## src/rtl/alu_pkg.sv

```systemverilog
// Shared ALU opcode encodings, RV32I major opcodes and immediate format codes
// used by the issue stage and the execute ALU.
package alu_pkg;

   localparam int XLEN_DEFAULT = 32;

   localparam logic [3:0] ALU_ADD  = 4'b0000;
   localparam logic [3:0] ALU_SLL  = 4'b0001;
   localparam logic [3:0] ALU_SLT  = 4'b0010;
   localparam logic [3:0] ALU_SLTU = 4'b0011;
   localparam logic [3:0] ALU_XOR  = 4'b0100;
   localparam logic [3:0] ALU_SRL  = 4'b0101;
   localparam logic [3:0] ALU_OR   = 4'b0110;
   localparam logic [3:0] ALU_AND  = 4'b0111;
   localparam logic [3:0] ALU_SUB  = 4'b1000;
   localparam logic [3:0] ALU_SRA  = 4'b1101;

   localparam logic [6:0] OPC_OP     = 7'b0110011;
   localparam logic [6:0] OPC_OP_IMM = 7'b0010011;
   localparam logic [6:0] OPC_LUI    = 7'b0110111;
   localparam logic [6:0] OPC_AUIPC  = 7'b0010111;
   localparam logic [6:0] OPC_LOAD   = 7'b0000011;
   localparam logic [6:0] OPC_STORE  = 7'b0100011;
   localparam logic [6:0] OPC_JAL    = 7'b1101111;
   localparam logic [6:0] OPC_JALR   = 7'b1100111;

   localparam logic [6:0] F7_ZERO = 7'b0000000;
   localparam logic [6:0] F7_ALT  = 7'b0100000;

   typedef enum logic [1:0] {
      IMM_I     = 2'd0,
      IMM_S     = 2'd1,
      IMM_U     = 2'd2,
      IMM_SHAMT = 2'd3
   } imm_fmt_e;

endpackage

```

## src/rtl/alu_issue_stage_if.sv

```systemverilog
// Upstream instruction handshake plus the registered ALU-side outputs of the issue stage.
interface alu_issue_stage_if #(parameter int XLEN = 32);

   logic            flush_in;
   logic            in_valid_in;
   logic            in_ready_o;
   logic [31:0]     instr_in;
   logic [XLEN-1:0] pc_in;
   logic [XLEN-1:0] rs1_data_in;
   logic [XLEN-1:0] rs2_data_in;
   logic            out_valid_o;
   logic            out_ready_in;
   logic [XLEN-1:0] op_1_o;
   logic [XLEN-1:0] op_2_o;
   logic [3:0]      opcode_o;
   logic [4:0]      rd_o;
   logic            wb_en_o;
   logic [XLEN-1:0] store_data_o;
   logic            illegal_o;
   logic [XLEN-1:0] pc_o;

   modport master (
      output flush_in, in_valid_in, instr_in, pc_in, rs1_data_in, rs2_data_in, out_ready_in,
      input  in_ready_o, out_valid_o, op_1_o, op_2_o, opcode_o, rd_o, wb_en_o,
             store_data_o, illegal_o, pc_o
   );

   modport slave (
      input  flush_in, in_valid_in, instr_in, pc_in, rs1_data_in, rs2_data_in, out_ready_in,
      output in_ready_o, out_valid_o, op_1_o, op_2_o, opcode_o, rd_o, wb_en_o,
             store_data_o, illegal_o, pc_o
   );

endinterface

```

## src/rtl/alu_imm_gen.sv

```systemverilog
// Combinational RV32I immediate generator; every immediate except the shift
// amount is sign-extended from instruction bit 31.
module alu_imm_gen
   import alu_pkg::*;
#(
   parameter int XLEN = XLEN_DEFAULT
) (
   input  logic [31:7]     instr,
   input  imm_fmt_e        fmt,
   output logic [XLEN-1:0] imm
);

   always_comb begin
      imm = '0;
      case (fmt)
         IMM_I:     imm = {{(XLEN-11){instr[31]}}, instr[30:20]};
         IMM_S:     imm = {{(XLEN-11){instr[31]}}, instr[30:25], instr[11:7]};
         IMM_U:     imm = {{(XLEN-31){instr[31]}}, instr[30:12], 12'b0};
         IMM_SHAMT: imm = {{(XLEN-5){1'b0}}, instr[24:20]};
         default:   imm = '0;
      endcase
   end

endmodule

```

## src/rtl/alu_issue_stage.sv

```systemverilog
// Decode/issue stage ahead of the execute ALU: decodes one RV32I instruction
// per handshake and holds operands, opcode and writeback info in an output register.
module alu_issue_stage
   import alu_pkg::*;
#(
   parameter int              XLEN         = XLEN_DEFAULT,
   parameter logic [XLEN-1:0] RESET_PC_OUT = '0
) (
   input logic               clk_in,
   input logic               rst_n_in,
   alu_issue_stage_if.slave  bus
);

   logic [6:0]      major;
   logic [2:0]      funct3;
   logic [6:0]      funct7;
   logic [4:0]      rd;
   logic            is_shift;
   imm_fmt_e        imm_fmt;
   logic [XLEN-1:0] imm;

   logic            legal;
   logic [3:0]      alu_op;
   logic [XLEN-1:0] src_1;
   logic [XLEN-1:0] src_2;

   logic            load;
   logic            valid_reg;
   logic [XLEN-1:0] op_1_reg;
   logic [XLEN-1:0] op_2_reg;
   logic [3:0]      opcode_reg;
   logic [4:0]      rd_reg;
   logic            wb_en_reg;
   logic [XLEN-1:0] store_data_reg;
   logic            illegal_reg;
   logic [XLEN-1:0] pc_reg;

   assign major    = bus.instr_in[6:0];
   assign funct3   = bus.instr_in[14:12];
   assign funct7   = bus.instr_in[31:25];
   assign rd       = bus.instr_in[11:7];
   assign is_shift = (funct3 == 3'b001) || (funct3 == 3'b101);

   always_comb begin
      imm_fmt = IMM_I;
      case (major)
         OPC_OP_IMM:         imm_fmt = is_shift ? IMM_SHAMT : IMM_I;
         OPC_STORE:          imm_fmt = IMM_S;
         OPC_LUI, OPC_AUIPC: imm_fmt = IMM_U;
         default:            imm_fmt = IMM_I;
      endcase
   end

   alu_imm_gen #(.XLEN(XLEN)) u_imm_gen (
      .instr (bus.instr_in[31:7]),
      .fmt   (imm_fmt),
      .imm   (imm)
   );

   always_comb begin
      legal  = 1'b1;
      alu_op = ALU_ADD;
      src_1  = '0;
      src_2  = '0;
      case (major)
         OPC_OP: begin
            legal  = (funct7 == F7_ZERO) ||
                     ((funct7 == F7_ALT) && ((funct3 == 3'b000) || (funct3 == 3'b101)));
            alu_op = {bus.instr_in[30], funct3};
            src_1  = bus.rs1_data_in;
            src_2  = is_shift ? {{(XLEN-5){1'b0}}, bus.rs2_data_in[4:0]} : bus.rs2_data_in;
         end
         OPC_OP_IMM: begin
            // Only SRAI borrows instr[30]; ADDI with a negative immediate must stay ADD.
            if (funct3 == 3'b001)
               legal = (funct7 == F7_ZERO);
            else if (funct3 == 3'b101)
               legal = (funct7 == F7_ZERO) || (funct7 == F7_ALT);
            alu_op = {(funct3 == 3'b101) && bus.instr_in[30], funct3};
            src_1  = bus.rs1_data_in;
            src_2  = imm;
         end
         OPC_LUI: src_2 = imm;
         OPC_AUIPC: begin
            src_1 = bus.pc_in;
            src_2 = imm;
         end
         OPC_LOAD, OPC_STORE: begin
            src_1 = bus.rs1_data_in;
            src_2 = imm;
         end
         OPC_JAL, OPC_JALR: begin
            src_1 = bus.pc_in;
            src_2 = XLEN'(4);
         end
         default: legal = 1'b0;
      endcase
   end

   assign bus.in_ready_o = !bus.flush_in && (!valid_reg || bus.out_ready_in);
   assign load           = bus.in_valid_in && bus.in_ready_o;

   always_ff @(posedge clk_in) begin
      if (!rst_n_in) begin
         valid_reg      <= 1'b0;
         op_1_reg       <= '0;
         op_2_reg       <= '0;
         opcode_reg     <= ALU_ADD;
         rd_reg         <= '0;
         wb_en_reg      <= 1'b0;
         store_data_reg <= '0;
         illegal_reg    <= 1'b0;
         pc_reg         <= RESET_PC_OUT;
      end else if (bus.flush_in) begin
         valid_reg <= 1'b0;
      end else if (load) begin
         valid_reg      <= 1'b1;
         op_1_reg       <= legal ? src_1 : '0;
         op_2_reg       <= legal ? src_2 : '0;
         opcode_reg     <= legal ? alu_op : ALU_ADD;
         rd_reg         <= rd;
         wb_en_reg      <= legal && (major != OPC_STORE) && (rd != 5'd0);
         store_data_reg <= (major == OPC_STORE) ? bus.rs2_data_in : '0;
         illegal_reg    <= !legal;
         pc_reg         <= bus.pc_in;
      end else if (bus.out_ready_in) begin
         valid_reg <= 1'b0;
      end
   end

   assign bus.out_valid_o  = valid_reg;
   assign bus.op_1_o       = op_1_reg;
   assign bus.op_2_o       = op_2_reg;
   assign bus.opcode_o     = opcode_reg;
   assign bus.rd_o         = rd_reg;
   assign bus.wb_en_o      = wb_en_reg;
   assign bus.store_data_o = store_data_reg;
   assign bus.illegal_o    = illegal_reg;
   assign bus.pc_o         = pc_reg;

endmodule

```

## src/flat_wrapper.sv

```systemverilog
// flat-port wrapper written by rule: the top's interface ports become plain ports
module alu_issue_stage_flat import alu_pkg::*;
#(
   parameter int              XLEN         = XLEN_DEFAULT,
   parameter logic [XLEN-1:0] RESET_PC_OUT = '0
)
  (clk_in, rst_n_in, bus_flush_in, bus_in_valid_in, bus_instr_in, bus_pc_in, bus_rs1_data_in, bus_rs2_data_in, bus_out_ready_in, bus_in_ready_o, bus_out_valid_o, bus_op_1_o, bus_op_2_o, bus_opcode_o, bus_rd_o, bus_wb_en_o, bus_store_data_o, bus_illegal_o, bus_pc_o);
  alu_issue_stage_if #(.XLEN(XLEN)) bus_i ();
  input logic clk_in;
  input logic rst_n_in;
  input wire logic [$bits(bus_i.flush_in)-1:0] bus_flush_in;
  input wire logic [$bits(bus_i.in_valid_in)-1:0] bus_in_valid_in;
  input wire logic [$bits(bus_i.instr_in)-1:0] bus_instr_in;
  input wire logic [$bits(bus_i.pc_in)-1:0] bus_pc_in;
  input wire logic [$bits(bus_i.rs1_data_in)-1:0] bus_rs1_data_in;
  input wire logic [$bits(bus_i.rs2_data_in)-1:0] bus_rs2_data_in;
  input wire logic [$bits(bus_i.out_ready_in)-1:0] bus_out_ready_in;
  output wire logic [$bits(bus_i.in_ready_o)-1:0] bus_in_ready_o;
  output wire logic [$bits(bus_i.out_valid_o)-1:0] bus_out_valid_o;
  output wire logic [$bits(bus_i.op_1_o)-1:0] bus_op_1_o;
  output wire logic [$bits(bus_i.op_2_o)-1:0] bus_op_2_o;
  output wire logic [$bits(bus_i.opcode_o)-1:0] bus_opcode_o;
  output wire logic [$bits(bus_i.rd_o)-1:0] bus_rd_o;
  output wire logic [$bits(bus_i.wb_en_o)-1:0] bus_wb_en_o;
  output wire logic [$bits(bus_i.store_data_o)-1:0] bus_store_data_o;
  output wire logic [$bits(bus_i.illegal_o)-1:0] bus_illegal_o;
  output wire logic [$bits(bus_i.pc_o)-1:0] bus_pc_o;
  assign bus_i.flush_in = bus_flush_in;
  assign bus_i.in_valid_in = bus_in_valid_in;
  assign bus_i.instr_in = bus_instr_in;
  assign bus_i.pc_in = bus_pc_in;
  assign bus_i.rs1_data_in = bus_rs1_data_in;
  assign bus_i.rs2_data_in = bus_rs2_data_in;
  assign bus_i.out_ready_in = bus_out_ready_in;
  assign bus_in_ready_o = bus_i.in_ready_o;
  assign bus_out_valid_o = bus_i.out_valid_o;
  assign bus_op_1_o = bus_i.op_1_o;
  assign bus_op_2_o = bus_i.op_2_o;
  assign bus_opcode_o = bus_i.opcode_o;
  assign bus_rd_o = bus_i.rd_o;
  assign bus_wb_en_o = bus_i.wb_en_o;
  assign bus_store_data_o = bus_i.store_data_o;
  assign bus_illegal_o = bus_i.illegal_o;
  assign bus_pc_o = bus_i.pc_o;
  alu_issue_stage #(.XLEN(XLEN), .RESET_PC_OUT(RESET_PC_OUT)) u_core (.clk_in(clk_in), .rst_n_in(rst_n_in), .bus(bus_i));
endmodule
```

## config.mk

```make
export PLATFORM = sky130hd
export DESIGN_NAME = alu_issue_stage_flat
export DESIGN_NICKNAME = d
export VERILOG_FILES = /design/src/rtl/alu_pkg.sv /design/src/rtl/alu_issue_stage_if.sv /design/src/rtl/alu_imm_gen.sv /design/src/rtl/alu_issue_stage.sv /design/src/flat_wrapper.sv
export SDC_FILE = /design/constraint.sdc
export NUM_CORES = 1
export LEC_CHECK = 0
export CAP_MARGIN = 20
export CORE_AREA = 2 2 95 188
export DETAILED_ROUTE_END_ITERATION = 12
export DIE_AREA = 0 0 97 190
export DONT_BUFFER_PORTS = 1
export PLACE_DENSITY_LB_ADDON = 0.12
export SLEW_MARGIN = 25
export SYNTH_ARGS = -nofsm -noshare
export SYNTH_HDL_FRONTEND = slang
export SYNTH_SLANG_ARGS = --single-unit
```

## constraint.sdc

```tcl
create_clock -name clk_in -period 2.3 [get_ports clk_in]
set_input_delay 0.23 -clock clk_in [delete_from_list [all_inputs] [get_ports clk_in]]
set_output_delay 0.23 -clock clk_in [all_outputs]
set_load 0.05 [all_outputs]
```

After elaboration in Yosys (flattened, before gate mapping)
Index checks and enable logic that the tools add are counted.

Register bits: 140. Bits in latches: 0. RAM bits: 0. Bits in read-only memories: 0. Bits of input ports: 133. Logic and storage cells: 69. Memories: 0.

$add $sub $neg: 0. Multipliers: 0. Divide/modulo/power cells: 0. $lt $le $gt $ge: 0. Equality and inequality tests: 15. Shift operators: 0. Multiplexer cells: 16. Bitwise logic cells: 2. Reductions and logical operators: 27.

Operators with widths (number): $mux W32 (4); $pmux W32 S4 (1); $pmux W32 S3 (1); $pmux W32 S2 (1); $eq A7 B6 Y1 const B (4); $eq A7 B5 Y1 const B (2); $eq A7 B7 Y1 const B (2); $pmux W4 S2 (1); $eq A7 B2 Y1 const B (1); $logic_not A7 Y1 (1); $ne A7 B6 Y1 const B (1); $logic_and A1 B1 Y1 (6); $pmux W2 S3 (1); $reduce_or A2 Y1 (3); $reduce_or A6 Y1 (1); $logic_or A1 B1 Y1 (5); $reduce_bool A5 Y1 (1); $reduce_or A5 Y1 (1); $eq A2 B2 Y1 const B (2); $mux W1 (4); $mux W4 (1); $reduce_or A4 Y1 (1); $eq A3 B1 Y1 const B (1); $eq A3 B3 Y1 const B (1); 10 further kinds (13).

Longest topological paths before layout
Gate-level depths: netlist of run 1.

Word-level depth: 8. Depth in mapped cells: 8. Gate-level depth less buffers: 5.

By module
From an unflattened synthesis of run 1, not the netlist that was laid out.

Cell total of the unflattened synthesis: 634. Area total of the unflattened synthesis: 6033.3 µm².

Modules (own cells, without submodules): alu_issue_stage (times used 1, cells an instance 588, area each 5670.4 µm²); alu_imm_gen (times used 1, cells an instance 46, area each 362.8 µm²).

Worst setup path before layout of run 1
OpenSTA, ideal clock, no wires.

Path type: flip-flop to flip-flop. Start: reg u_core.valid_reg (netlist: u_core.bus.out_valid_o). End: reg u_core.op_1_reg[10] (netlist: u_core.bus.op_1_o[10]). Setup time: 0.130 ns. Arrival: 1.701 ns. Setup slack: 0.469 ns. Cell stages (with the launch flop): 8. Buffers on the path: 2. Clock period less this slack: 1.831 ns. Path through: dfxtp_1 nand2b_1 and2_1 clkbuf_1 and4_4 a21oi_2 buf_2 o22ai_1.

Longest elaborated chain between the ends: 5.

RTL lines: start, declared (RTL line alu_issue_stage.sv:28) `logic valid_reg;`; start signal, assigned (RTL line alu_issue_stage.sv:105) `valid_reg <= 1'b0;`; start signal, assigned (RTL line alu_issue_stage.sv:115) `valid_reg <= 1'b0;`; start signal, assigned (RTL line alu_issue_stage.sv:117) `valid_reg <= 1'b1;`; $logic_not A1 Y1 (RTL line alu_issue_stage.sv:100) `assign bus.in_ready_o = !bus.flush_in && (!valid_reg || bus.out_ready_in);`; $logic_or A1 B1 Y1 (RTL line alu_issue_stage.sv:100); $logic_and A1 B1 Y1 (RTL line alu_issue_stage.sv:100); $logic_and A1 B1 Y1 (RTL line alu_issue_stage.sv:101) `assign load = bus.in_valid_in && bus.in_ready_o;`; $reduce_and A2 Y1 (no line); end signal, assigned (RTL line alu_issue_stage.sv:118) `op_1_reg <= legal ? src_1 : '0;`; end, declared (RTL line alu_issue_stage.sv:29) `logic [XLEN-1:0] op_1_reg;`.

No other way between the ends. A chain may end at the register's enable or synchronous reset.

Final worst setup path of run 1
Start: reg u_core.valid_reg (netlist: u_core.bus.out_valid_o). End: reg u_core.op_2_reg[30] (netlist: u_core.bus.op_2_o[30]).

Longest elaborated chain between the ends: 5.

RTL lines: $logic_not A1 Y1 (RTL line alu_issue_stage.sv:100); $logic_or A1 B1 Y1 (RTL line alu_issue_stage.sv:100); $logic_and A1 B1 Y1 (RTL line alu_issue_stage.sv:100); $logic_and A1 B1 Y1 (RTL line alu_issue_stage.sv:101); $reduce_and A2 Y1 (no line); end signal, assigned (RTL line alu_issue_stage.sv:119) `op_2_reg <= legal ? src_2 : '0;`; end, declared (RTL line alu_issue_stage.sv:30) `logic [XLEN-1:0] op_2_reg;`.

No other way between the ends.

==> results of run 1 <==
==> metrics by stage <==
stage	area [µm²]	hold slack (ns)
finish	7970	0.0284
global route	7970	0.0172
CTS	7970	0.00843
detailed placement	6050	0.314
global placement	6050	0.311
floorplan	5820	0.309
==> synthesized netlist by cell type, drive strengths merged (4+ instances only) <==
master,instances
dfxtp,140
nand2,116
a21oi,62
clkbuf,54
a2bb2oi,52
nor2,43
a22oi,38
o22ai,34
nand3,33
o31ai,26
buf,13
o21ai,11
mux2i,5
nor2b,5
and3,4
nand4,4
o211ai,4
==> repair_timing <==
| item | in CTS | in global routing |
|---|---|---|
| setup endpoints to repair | 0 | 0 |
| hold buffers | 125 | 0 |
| hold endpoints to repair | 138 | 0 |
==> critical path, stage by stage (launching register included) <==
cell and delay [ns]:
sky130_fd_sc_hd__dfxtp_1 0.33, sky130_fd_sc_hd__nand2b_1 0.11, sky130_fd_sc_hd__and2_2 0.22, sky130_fd_sc_hd__and4_4 0.20, sky130_fd_sc_hd__a21oi_4 0.60, sky130_fd_sc_hd__buf_12 0.21, sky130_fd_sc_hd__o31ai_2 0.06
==> layer usage <==
layer,up-vias,global-route usage (%),wire (µm)
li1,2627,-,-
met1,2683,26.2,8430
met2,248,34.7,9730
met3,32,7.90,1920
met4,0,8.72,461
met5,-,0,0
==> flip-flops by register name, indices dropped and copies added (netlist names) <==
signal and flops:
u_core.bus.op_1_o 32, u_core.bus.opcode_o 4, u_core.bus.store_data_o 32, u_core.bus.out_valid_o 1
u_core.bus.op_2_o 32, u_core.bus.wb_en_o 1, u_core.bus.pc_o 32, u_core.bus.rd_o 5
u_core.bus.illegal_o 1
==> placed cells by master (no fill, tap or decap), types with 2 or more instances in the layout <==
cell type	n
sky130_fd_sc_hd__o31ai_2	20
sky130_fd_sc_hd__o211ai_1	4
sky130_fd_sc_hd__clkinvlp_4	3
sky130_fd_sc_hd__nor2b_1	5
sky130_fd_sc_hd__dlygate4sd3_1	124
sky130_fd_sc_hd__nand3_1	33
sky130_fd_sc_hd__nand4_1	4
sky130_fd_sc_hd__nor2_1	43
sky130_fd_sc_hd__buf_12	5
sky130_fd_sc_hd__a21oi_1	60
sky130_fd_sc_hd__o22ai_1	33
sky130_fd_sc_hd__a22oi_1	38
sky130_fd_sc_hd__o31ai_1	6
sky130_fd_sc_hd__mux2i_1	5
sky130_fd_sc_hd__and3_1	4
sky130_fd_sc_hd__nand2b_1	3
sky130_fd_sc_hd__buf_4	15
sky130_fd_sc_hd__a21oi_4	2
sky130_fd_sc_hd__bufinv_16	5
sky130_fd_sc_hd__a32o_1	2
sky130_fd_sc_hd__a2bb2oi_1	52
sky130_fd_sc_hd__o21ai_0	9
sky130_fd_sc_hd__dfxtp_1	140
sky130_fd_sc_hd__clkbuf_8	3
sky130_fd_sc_hd__nand2_1	115
sky130_fd_sc_hd__inv_1	2
sky130_fd_sc_hd__clkbuf_16	17
sky130_fd_sc_hd__nor3_1	2
==> area by class of cell <==
class,instances,area [µm²]
well taps,210,263
fillers,1627,9130
inverters,3,13.8
flip-flops and latches,140,2800
multi-input cells,459,2760
repair buffers,145,1480
clock buffers,21,470
clock inverters,10,186
==> power breakdown <==
part / switching, µW / internal, µW
registers: 149 / 2460
logic: 269 / 266
clock network: 1080 / 2010
==> worst paths after layout <==
kind / to / slack (ns)
setup / recovery: u_core.bus.op_2_o[30] / 0.45
hold / removal: u_core.bus.op_2_o[3] / 0.03
setup reg to reg: u_core.bus.op_2_o[30] / 0.45
hold reg to reg: u_core.bus.pc_o[24] / 0.70
==> cells by family after synthesis <==
family	synth area share [%]
AO/OA/AOI/OAI	30.0
AND/OR/NAND/NOR	15.9
flip-flops	48.2
buffers and inverters	5.07
multiplexers	0.860
==> results.yml, run 1 <==
die:
  die_area_um2: 18400
  placement_rows: 68
  width_of_the_die_um: 97
  core_um2: 17100
  effective_utilization_at_floorplan_pct: 34.0
  fp.dieH_um: 190
  io_pins: 274
global_route:
  number_of_global_route_vias_before_repair: 5645
  pin_count_of_the_biggest_net_entering_global_routing: 94
  grt-ovfl-total: 0
  grt_pass1_wl_mm: 31.6
  global_route_usage_over_all_layers_pct: 21.6
  grt_antenna_before_repair: 0
outcome:
  status: "finished clean"
finish:
  utilization_pct: 46.6
  design.final.nets: 899
  n_antenna_cell: 0
  final_cells: 988
  layout-area-overhead-vs-synth_pct: 37.0
  drive_gt1_share_pct: 10.4
clock_tree:
  path_clk_slew_ns: 0.06
  cts_buffers: 17
  postCtsSetupBuffers: 0
  cts-root-to-sink-buffers: 2
  cts-root-buf: "sky130_fd_sc_hd__clkbuf_16"
  cts_tree: "yes"
  post_cts_resize_count: 0
  cts-htree-levels: 4
  cts.sink_count: 140
  clk_latency_ns: 0.42
power:
  post-layout-total-power_uw: 6240
  p_leak_uw: 0.00283
  power.ir.vdd_worst_mv: 0.464
  powerDensity_nw_per_um2: 782
critical_path:
  timing.setup.critical_path_class: "reg2reg"
  critical_path.startpoint_type: "register"
  worstSetupEndpointType: "register"
  rr_worst_depth: 6
  critical_path.reg2reg.startpoint: "u_core.bus.out_valid_o"
  worst-endpoint-arrival_ns: 2.15
  startpoint: "u_core.bus.out_valid_o"
  crit_path_max_fanout: 19
  critical_path_required_ns: 2.60
synthesis:
  synth-seq-area-share_pct: 48.2
  synth-edff-count: 0
  netlist-cell-type-count: 44
  async_reset_ff_share_pct: 0
  post_synth.cell_area_avg_um2: 8.70
  ys.flop_type: "sky130_fd_sc_hd__dfxtp_1"
  yosys_warnings: 0
  top_cells_by_area_in_the_synthesized_netlist: "sky130_fd_sc_hd__dfxtp_1 (48%), sky130_fd_sc_hd__a2bb2oi_1 (7.8%), sky130_fd_sc_hd__nand2_1 (7.5%)"
  synth_nets: 802
  synthesized_instance_count: 669
  syn_area_um2: 5820
  synth.top_cell.area_share_pct: 48.2
  synth-seq-cells: 140
  synth_top_area_cell: "sky130_fd_sc_hd__dfxtp_1"
timing:
  max_clock_skew_ns: 0.0108
  slew_viol_final: 0
  fmax_mhz: 541
  min_period_ns: 1.85
  worst_slack_ns: 0.450
  setup_tns_ns: 0
  timing.slew.headroom_pct: 35.8
  tightestPinTransition_ns: 0.963
  final-setup-viol-count: 0
  post-route-period-util_pct: 80.4
  unrepaired_setup_endpoints_after_global_routing: "false"
  final_hold_vios: 0
route:
  routed_via_count_divided_by_cell_count: 5.66
  drt_pass1_iterations: 4
  avgRoutedWirePerCell_um: 20.8
  ant_nets: 0
  vias_post_dr: 5590
  first_iteration_detailed_routing_drc_count: 268
  detail_route.wirelength_mm: 20.5
  drc_errors: 0
min_path:
  min-delay-start: "bus_instr_in[23]"
  holdCritPathClass: "in2reg"
  min_delay_path_depth: 2
placed_design:
  globalplace.congestion: 0.772
  cells_after_dpl: 832
  detailedPlace.worstSlack_ns: 0.184
  port_buffers: 0
  place_hpwl_mm: 12.8
job:
  maxCapViolCount: 0
No activity file was read; power rests on OpenSTA's default activity.
==> inputs of run 2 (changes only) <==
Settings changed: ABC_AREA set to 1, CORE_AREA 2 2 95 188 to 2 2 97 192, DIE_AREA 0 0 97 190 to 0 0 99 194.
Clock period 2.3 ns to 1.7 ns, I/O delays scaled along.
==> run 2 against run 1 <==
  * Die area rose by 4.2%
  * Critical path depth rose by 1
  * Setup slack got worse by 0.30 ns
  * Hold slack got worse by 0.0074 ns
  * Non-clock buffer count rose by 52
  * Utilization rose by 2.2 points
  * Combinational power rose by 35%
  * Sequential power rose by 32%
  * Sequential cell count did not move
  * Wire length rose by 15%
  * Count of clock-buffer cells in the layout did not move
  * Power rose by 31%
  * Critical endpoint is now u_core.bus.pc_o[25]
  * Largest power group unchanged
==> results.yml, run 2 <==
critical_path:
  crit_path_max_fanout: 44
  startpoint: "u_core.bus.out_valid_o"
  critical_path.reg2reg.startpoint: "u_core.bus.out_valid_o"
  worstSetupEndpointType: "register"
  worst-endpoint-arrival_ns: 1.89
  worstSetupEndpoint: "u_core.bus.pc_o[25]"
  critical_path.startpoint_type: "register"
  timing.setup.critical_path_class: "reg2reg"
  timing.reg2reg.setup_slack_ns: 0.15
  critical_path_required_ns: 2.04
  rr_worst_depth: 7
  regToRegEndpoint: "u_core.bus.pc_o[25]"
finish:
  fillerInstances: 1801
  layout.cell_area.non_filler_um2: 8640
  n_antenna_cell: 0
  most-common-layout-cells: "sky130_fd_sc_hd__nand2_1 (310), sky130_fd_sc_hd__a21oi_1 (204), sky130_fd_sc_hd__dfxtp_1 (139)"
  drive_gt1_share_pct: 12.5
  final_cells: 1280
  layout.cells.most_common: "sky130_fd_sc_hd__nand2_1"
  design.final.nets: 1188
  layout-area-overhead-vs-synth_pct: 41.7
synthesis:
  ys.flop_type: "sky130_fd_sc_hd__dfxtp_1"
  synth.top_cell.area_share_pct: 45.9
  synth_top_area_cell: "sky130_fd_sc_hd__dfxtp_1"
  combinational_family_with_the_most_area_after_synthesis: "simple AND/OR/NAND/NOR gates"
  yosys_warnings: 0
  synth-edff-count: 0
  synth_simple_gate_area_share_pct: 29.3
  synthesized_instance_count: 903
  synthTopCellsByCount: "sky130_fd_sc_hd__nand2_1 (311), sky130_fd_sc_hd__a21oi_1 (204), sky130_fd_sc_hd__dfxtp_1 (140)"
  synth-seq-cells: 140
  async_reset_ff_share_pct: 0
  synth-seq-area-share_pct: 45.9
  synthXorXnorAreaFrac_pct: 0
  netlist-cell-type-count: 19
  post_synth.cell_area_avg_um2: 6.75
  syn_area_um2: 6100
  top_cells_by_area_in_the_synthesized_netlist: "sky130_fd_sc_hd__dfxtp_1 (46%), sky130_fd_sc_hd__nand2_1 (19%), sky130_fd_sc_hd__a21oi_1 (17%)"
  yosys.cell_count.top_type: "sky130_fd_sc_hd__nand2_1"
  synth_adder_area_share_pct: 0
  synth_mux_area_share_pct: 0
  synth_nets: 1036
  synth_compound_area_share_pct: 17.0
route:
  detail_route.wirelength_mm: 23.6
  drc_errors: 0
  vias_post_dr: 6506
  ant_nets: 0
  avgRoutedWirePerCell_um: 18.4
  first_iteration_detailed_routing_drc_count: 270
  routed_via_count_divided_by_cell_count: 5.08
  drt_pass1_iterations: 5
clock_tree:
  clk_latency_ns: 0.42
  path_clk_slew_ns: 0.07
  cts.sink_count: 140
  cts-htree-levels: 4
  postCtsSetupBuffers: 0
  cts-root-to-sink-buffers: 2
  cts_tree: "yes"
  cts-root-buf: "sky130_fd_sc_hd__clkbuf_16"
  cts_buffers: 17
timing:
  unrepaired_setup_endpoints_after_global_routing: "false"
  max_clock_skew_ns: 0.0122
  fmax_mhz: 645
  slew_viol_final: 0
  tightestPinTransition_ns: 0.593
  post-route-period-util_pct: 91.2
  min_period_ns: 1.55
  final-setup-viol-count: 0
  timing.slew.headroom_pct: 60.4
  final_hold_vios: 0
die:
  die_area_um2: 19200
  fp.dieH_um: 194
  width_of_the_die_um: 99
  io_pins: 274
  core_um2: 17700
  effective_utilization_at_floorplan_pct: 34.5
  placement_rows: 69
placed_design:
  globalplace.congestion: 0.840
  port_buffers: 0
  dpl_cell_area_um2: 6920
  cells_after_dpl: 1141
  place_hpwl_mm: 16.2
power:
  power.ir.vdd_worst_mv: 0.629
  p_leak_uw: 0.00349
  powerDensity_nw_per_um2: 947
  seqPwrFrac_pct: 42.0
  power.share.combinational_pct: 8.8
  power.share.switching_pct: 24.3
  p_int_uw: 6200
  clkPwrFrac_pct: 49.2
  netSwitchingPower_uw: 1990
job:
  maxCapViolCount: 0
min_path:
  holdCritPathClass: "in2reg"
global_route:
  grt_pass1_wl_mm: 36.0
  grt_antenna_before_repair: 0
  grt-ovfl-total: 0
  number_of_global_route_vias_before_repair: 6561
  pin_count_of_the_biggest_net_entering_global_routing: 66
  global_route_usage_over_all_layers_pct: 24.0
outcome:
  status: "finished clean"
[run 2: cell types whose count changed in the layout (fill, tap and decap cells not counted), moves of 8 or more]
cell / before / now
sky130_fd_sc_hd__a21oi_1: 60 / 204
sky130_fd_sc_hd__buf_4: 15 / 77
sky130_fd_sc_hd__o22ai_1: 33 / 0
sky130_fd_sc_hd__a22oi_1: 38 / 0
sky130_fd_sc_hd__dlygate4sd3_1: 124 / 108
sky130_fd_sc_hd__inv_1: 2 / 44
sky130_fd_sc_hd__nand4_1: 4 / 13
sky130_fd_sc_hd__o21ai_0: 9 / 1
sky130_fd_sc_hd__nand2_1: 115 / 310
sky130_fd_sc_hd__o31ai_2: 20 / 0
sky130_fd_sc_hd__nand3_1: 33 / 63
sky130_fd_sc_hd__a2bb2oi_1: 52 / 0
[run 2: layer usage]
layer	GRT usage, %	wire [µm]	vias up
li1	-	-	3224
met1	24.3	8420	3005
met2	44.7	12700	229
met3	6.38	1650	48
met4	11.0	832	0
met5	0	0	-
[run 2: worst min path at each step]
stage	start	endpoint	slack (ns)	cells after the start
3_5_place_dp	bus_flush_in	u_core.bus.out_valid_o	0.25	1
4_1_cts	bus_rs2_data_in[4]	u_core.bus.op_2_o[4]	0.0004	4
6_report	bus_instr_in[25]	u_core.bus.op_2_o[5]	0.02	4
3_3_place_gp	bus_flush_in	u_core.bus.out_valid_o	0.25	1
2_1_floorplan	bus_flush_in	u_core.bus.out_valid_o	0.24	1
5_1_grt	bus_instr_in[21]	u_core.bus.op_2_o[21]	0.02	4
[run 2: area by class of cell]
| cell class | count | area [µm²] | area share (%) |
|---|---|---|---|
| Clock buffer | 21 | 470 | 5.44 |
| Clock inverter | 10 | 165 | 1.91 |
| Inverter | 51 | 196 | 2.27 |
| Multi-Input combinational cell | 648 | 2850 | 32.9 |
| Sequential cell | 140 | 2810 | 32.5 |
| Tap cell | 213 | 267 | 3.08 |
| Timing Repair Buffer | 197 | 1890 | 21.9 |
[run 2: cells by family after synthesis]
group	Yosys count
AND/OR/NAND/NOR	441
buffers and inverters	115
flip-flops	140
AO/OA/AOI/OAI	207
[run 2: what timing repair did]
action                     in CTS  in global routing
resized for setup               0                  2
hold buffers                  108                  0
hold endpoints to repair      116                  0
setup endpoints to repair       0                  5
[run 2: stage by stage]
step	utilization [%]	TNS (ns)	hold WS, ns	power [µW]	setup WS (ns)
2_1_floorplan	-	-0.0973	0.239	3860	-0.00973
3_3_place_gp	39.1	0	0.246	4020	0.0384
3_5_place_dp	39.1	0	0.248	4020	0.0326
4_1_cts	48.8	0	0.000358	8270	0.0142
5_1_grt	48.8	0	0.0169	8460	0.0158
6_report	48.8	0	0.0210	8180	0.150
[run 2: worst max-delay path, cell delays in order (launching register included)]
cell                      delay (ns)
sky130_fd_sc_hd__dfxtp_4        0.34
sky130_fd_sc_hd__inv_1          0.03
sky130_fd_sc_hd__nor2_1         0.19
sky130_fd_sc_hd__nor2_4         0.08
sky130_fd_sc_hd__nand2_4        0.14
sky130_fd_sc_hd__buf_6          0.32
sky130_fd_sc_hd__nand2_1        0.13
sky130_fd_sc_hd__a21oi_1        0.21
[run 2: power by group through the flow]
stage | Clock, µW | Combinational, µW | Sequential, µW
after floorplan | 0 | 272 | 3580
after global placement | 0 | 506 | 3510
after detailed placement | 0 | 509 | 3510
after CTS | 4110 | 724 | 3440
after global routing | 4250 | 778 | 3440
final | 4030 | 722 | 3440
==> inputs of run 3 (changes only) <==
Settings changed: RECOVER_POWER set to 50, TNS_END_PERCENT set to 100.
==> run 3 against run 2 <==
  * Wire length rose by 0.17%
  * Non-clock buffer count did not move
  * Fmax down 1.6%
  * Combinational power fell by 3%
  * Global-route usage did not move
  * Cell count stayed put
  * Count of clock-buffer cells in the layout did not move
  * Utilization fell by 1.3 points
  * Largest power group unchanged
==> results.yml, run 3 (synthesis gave the netlist of run 2 again) <==
timing:
  tightestPinTransition_ns: 0.757
  setup_tns_ns: 0
  post-route-period-util_pct: 92.6
  fmax_mhz: 635
  final_hold_vios: 0
  max_clock_skew_ns: 0.0147
  unrepaired_setup_endpoints_after_global_routing: "false"
  slew_viol_final: 0
  final-setup-viol-count: 0
  min_period_ns: 1.57
  worst_slack_ns: 0.125
  timing.slew.headroom_pct: 49.5
power:
  power.ir.vdd_worst_mv: 0.647
  p_leak_uw: 0.00323
  powerDensity_nw_per_um2: 970
die:
  fp.dieH_um: 194
  core_um2: 17700
  effective_utilization_at_floorplan_pct: 34.5
  placement_rows: 69
  die_area_um2: 19200
  width_of_the_die_um: 99
  io_pins: 274
route:
  ant_nets: 0
  avgRoutedWirePerCell_um: 18.4
  routed_via_count_divided_by_cell_count: 5.11
  drt_pass1_iterations: 4
  first_iteration_detailed_routing_drc_count: 261
  vias_post_dr: 6539
  detail_route.wirelength_mm: 23.6
  drc_errors: 0
placed_design:
  port_buffers: 0
  place_hpwl_mm: 16.2
  detailedPlace.worstSlack_ns: 0.0326
  globalplace.congestion: 0.840
finish:
  most-common-layout-cells: "sky130_fd_sc_hd__nand2_1 (310), sky130_fd_sc_hd__a21oi_1 (204), sky130_fd_sc_hd__dfxtp_1 (139)"
  n_antenna_cell: 0
  design.final.nets: 1188
  fillerInstances: 1863
  layout.cells.most_common: "sky130_fd_sc_hd__nand2_1"
  drive_gt1_share_pct: 6.75
  layout-area-overhead-vs-synth_pct: 37.9
critical_path:
  worstPathCellList: "inv_1, nor2_1, nor2_4, nand2_4, inv_4, buf_12, nand2_1, a21oi_1, a21oi_1, a21oi_1"
  timing.setup.critical_path_class: "reg2reg"
  cp_slowest_cell: "sky130_fd_sc_hd__dfxtp_4"
  worst-endpoint-arrival_ns: 1.92
  cp_slowest_stage_delay_ns: 0.34
  crit_path_max_fanout: 42
  worstSetupEndpointType: "register"
  path_common_cell: "sky130_fd_sc_hd__a21oi_1"
  worst-path-buf-inv: 3
  critical_path_required_ns: 2.05
  critical-path-top-delay-family: "simple AND/OR/NAND/NOR gates"
  critical_path.startpoint_type: "register"
clock_tree:
  path_clk_slew_ns: 0.07
  cts-root-buf: "sky130_fd_sc_hd__clkbuf_16"
  cts-htree-levels: 4
  cts_tree: "yes"
  clk_latency_ns: 0.42
  cts.sink_count: 140
  cts-root-to-sink-buffers: 2
  cts_buffers: 17
global_route:
  grt_antenna_before_repair: 0
  pin_count_of_the_biggest_net_entering_global_routing: 66
  grt_pass1_wl_mm: 36.0
  global_route_usage_over_all_layers_pct: 24.0
  grt-ovfl-total: 0
  number_of_global_route_vias_before_repair: 6561
min_path:
  holdCritPathClass: "in2reg"
outcome:
  status: "finished clean"
job:
  maxCapViolCount: 0
## run 3: where the power goes
part           internal (µW)  switching [µW]
registers               3330             109
logic                    281             422
clock network           2570            1460
## run 3: final cells by class
class / count / area (µm²) / share of cell area, %
inverter: 51 / 196 / 2.33
tap: 213 / 267 / 3.17
clock inverter: 10 / 165 / 1.96
clock buffer: 21 / 470 / 5.59
timing repair buffer: 197 / 1660 / 19.8
sequential: 140 / 2810 / 33.4
multi-input combinational: 648 / 2850 / 33.8
## run 3: tightest hold or removal path: cells and delay by family
kind / cells / cell delay [ns]
simple gates: 3 / 0.17
compound gates: 1 / 0.05
## run 3: worst paths after layout
path,slack [ns],startpoint,end,depth (start not counted)
setup / recovery,0.13,u_core.bus.out_valid_o,u_core.bus.op_1_o[23],10
hold / removal,0.02,bus_rs2_data_in[24],u_core.bus.op_2_o[24],4
setup reg to reg,0.13,u_core.bus.out_valid_o,u_core.bus.op_1_o[23],10
hold reg to reg,0.46,u_core.bus.store_data_o[15],u_core.bus.store_data_o[15],2
## run 3: metrics by stage
step | util [%] | hold WS, ns | cells | area [µm²] | power (µW)
after floorplan | - | 0.239 | 903 | 6130 | 3860
after global placement | 39.1 | 0.246 | 1141 | 6920 | 4020
after detailed placement | 39.1 | 0.248 | 1141 | 6920 | 4020
after CTS | 48.8 | 0.000358 | 1280 | 8640 | 8270
after global routing | 47.5 | 0.0169 | 1280 | 8410 | 8440
final | 47.5 | 0.0238 | 1280 | 8410 | 8160
## run 3: per-layer routing
layer  global-route usage [%]  up-vias  share of wire [%]  routed length (µm)
met4                     11.0        0                3.0                 720
met1                     24.3     3014                 35                8370
met5                        0        -                  0                   0
met2                     44.7      253                 54               12800
met3                     6.38       44                7.1                1690
li1                         -     3228                  -                   -
## run 3: repair_timing
action,4_1_cts,5_1_grt
hold buffers,108,0
gates resized for setup,0,2
setup endpoints to repair,0,5
endpoints found under the hold margin,116,0
buffers inserted,0,0
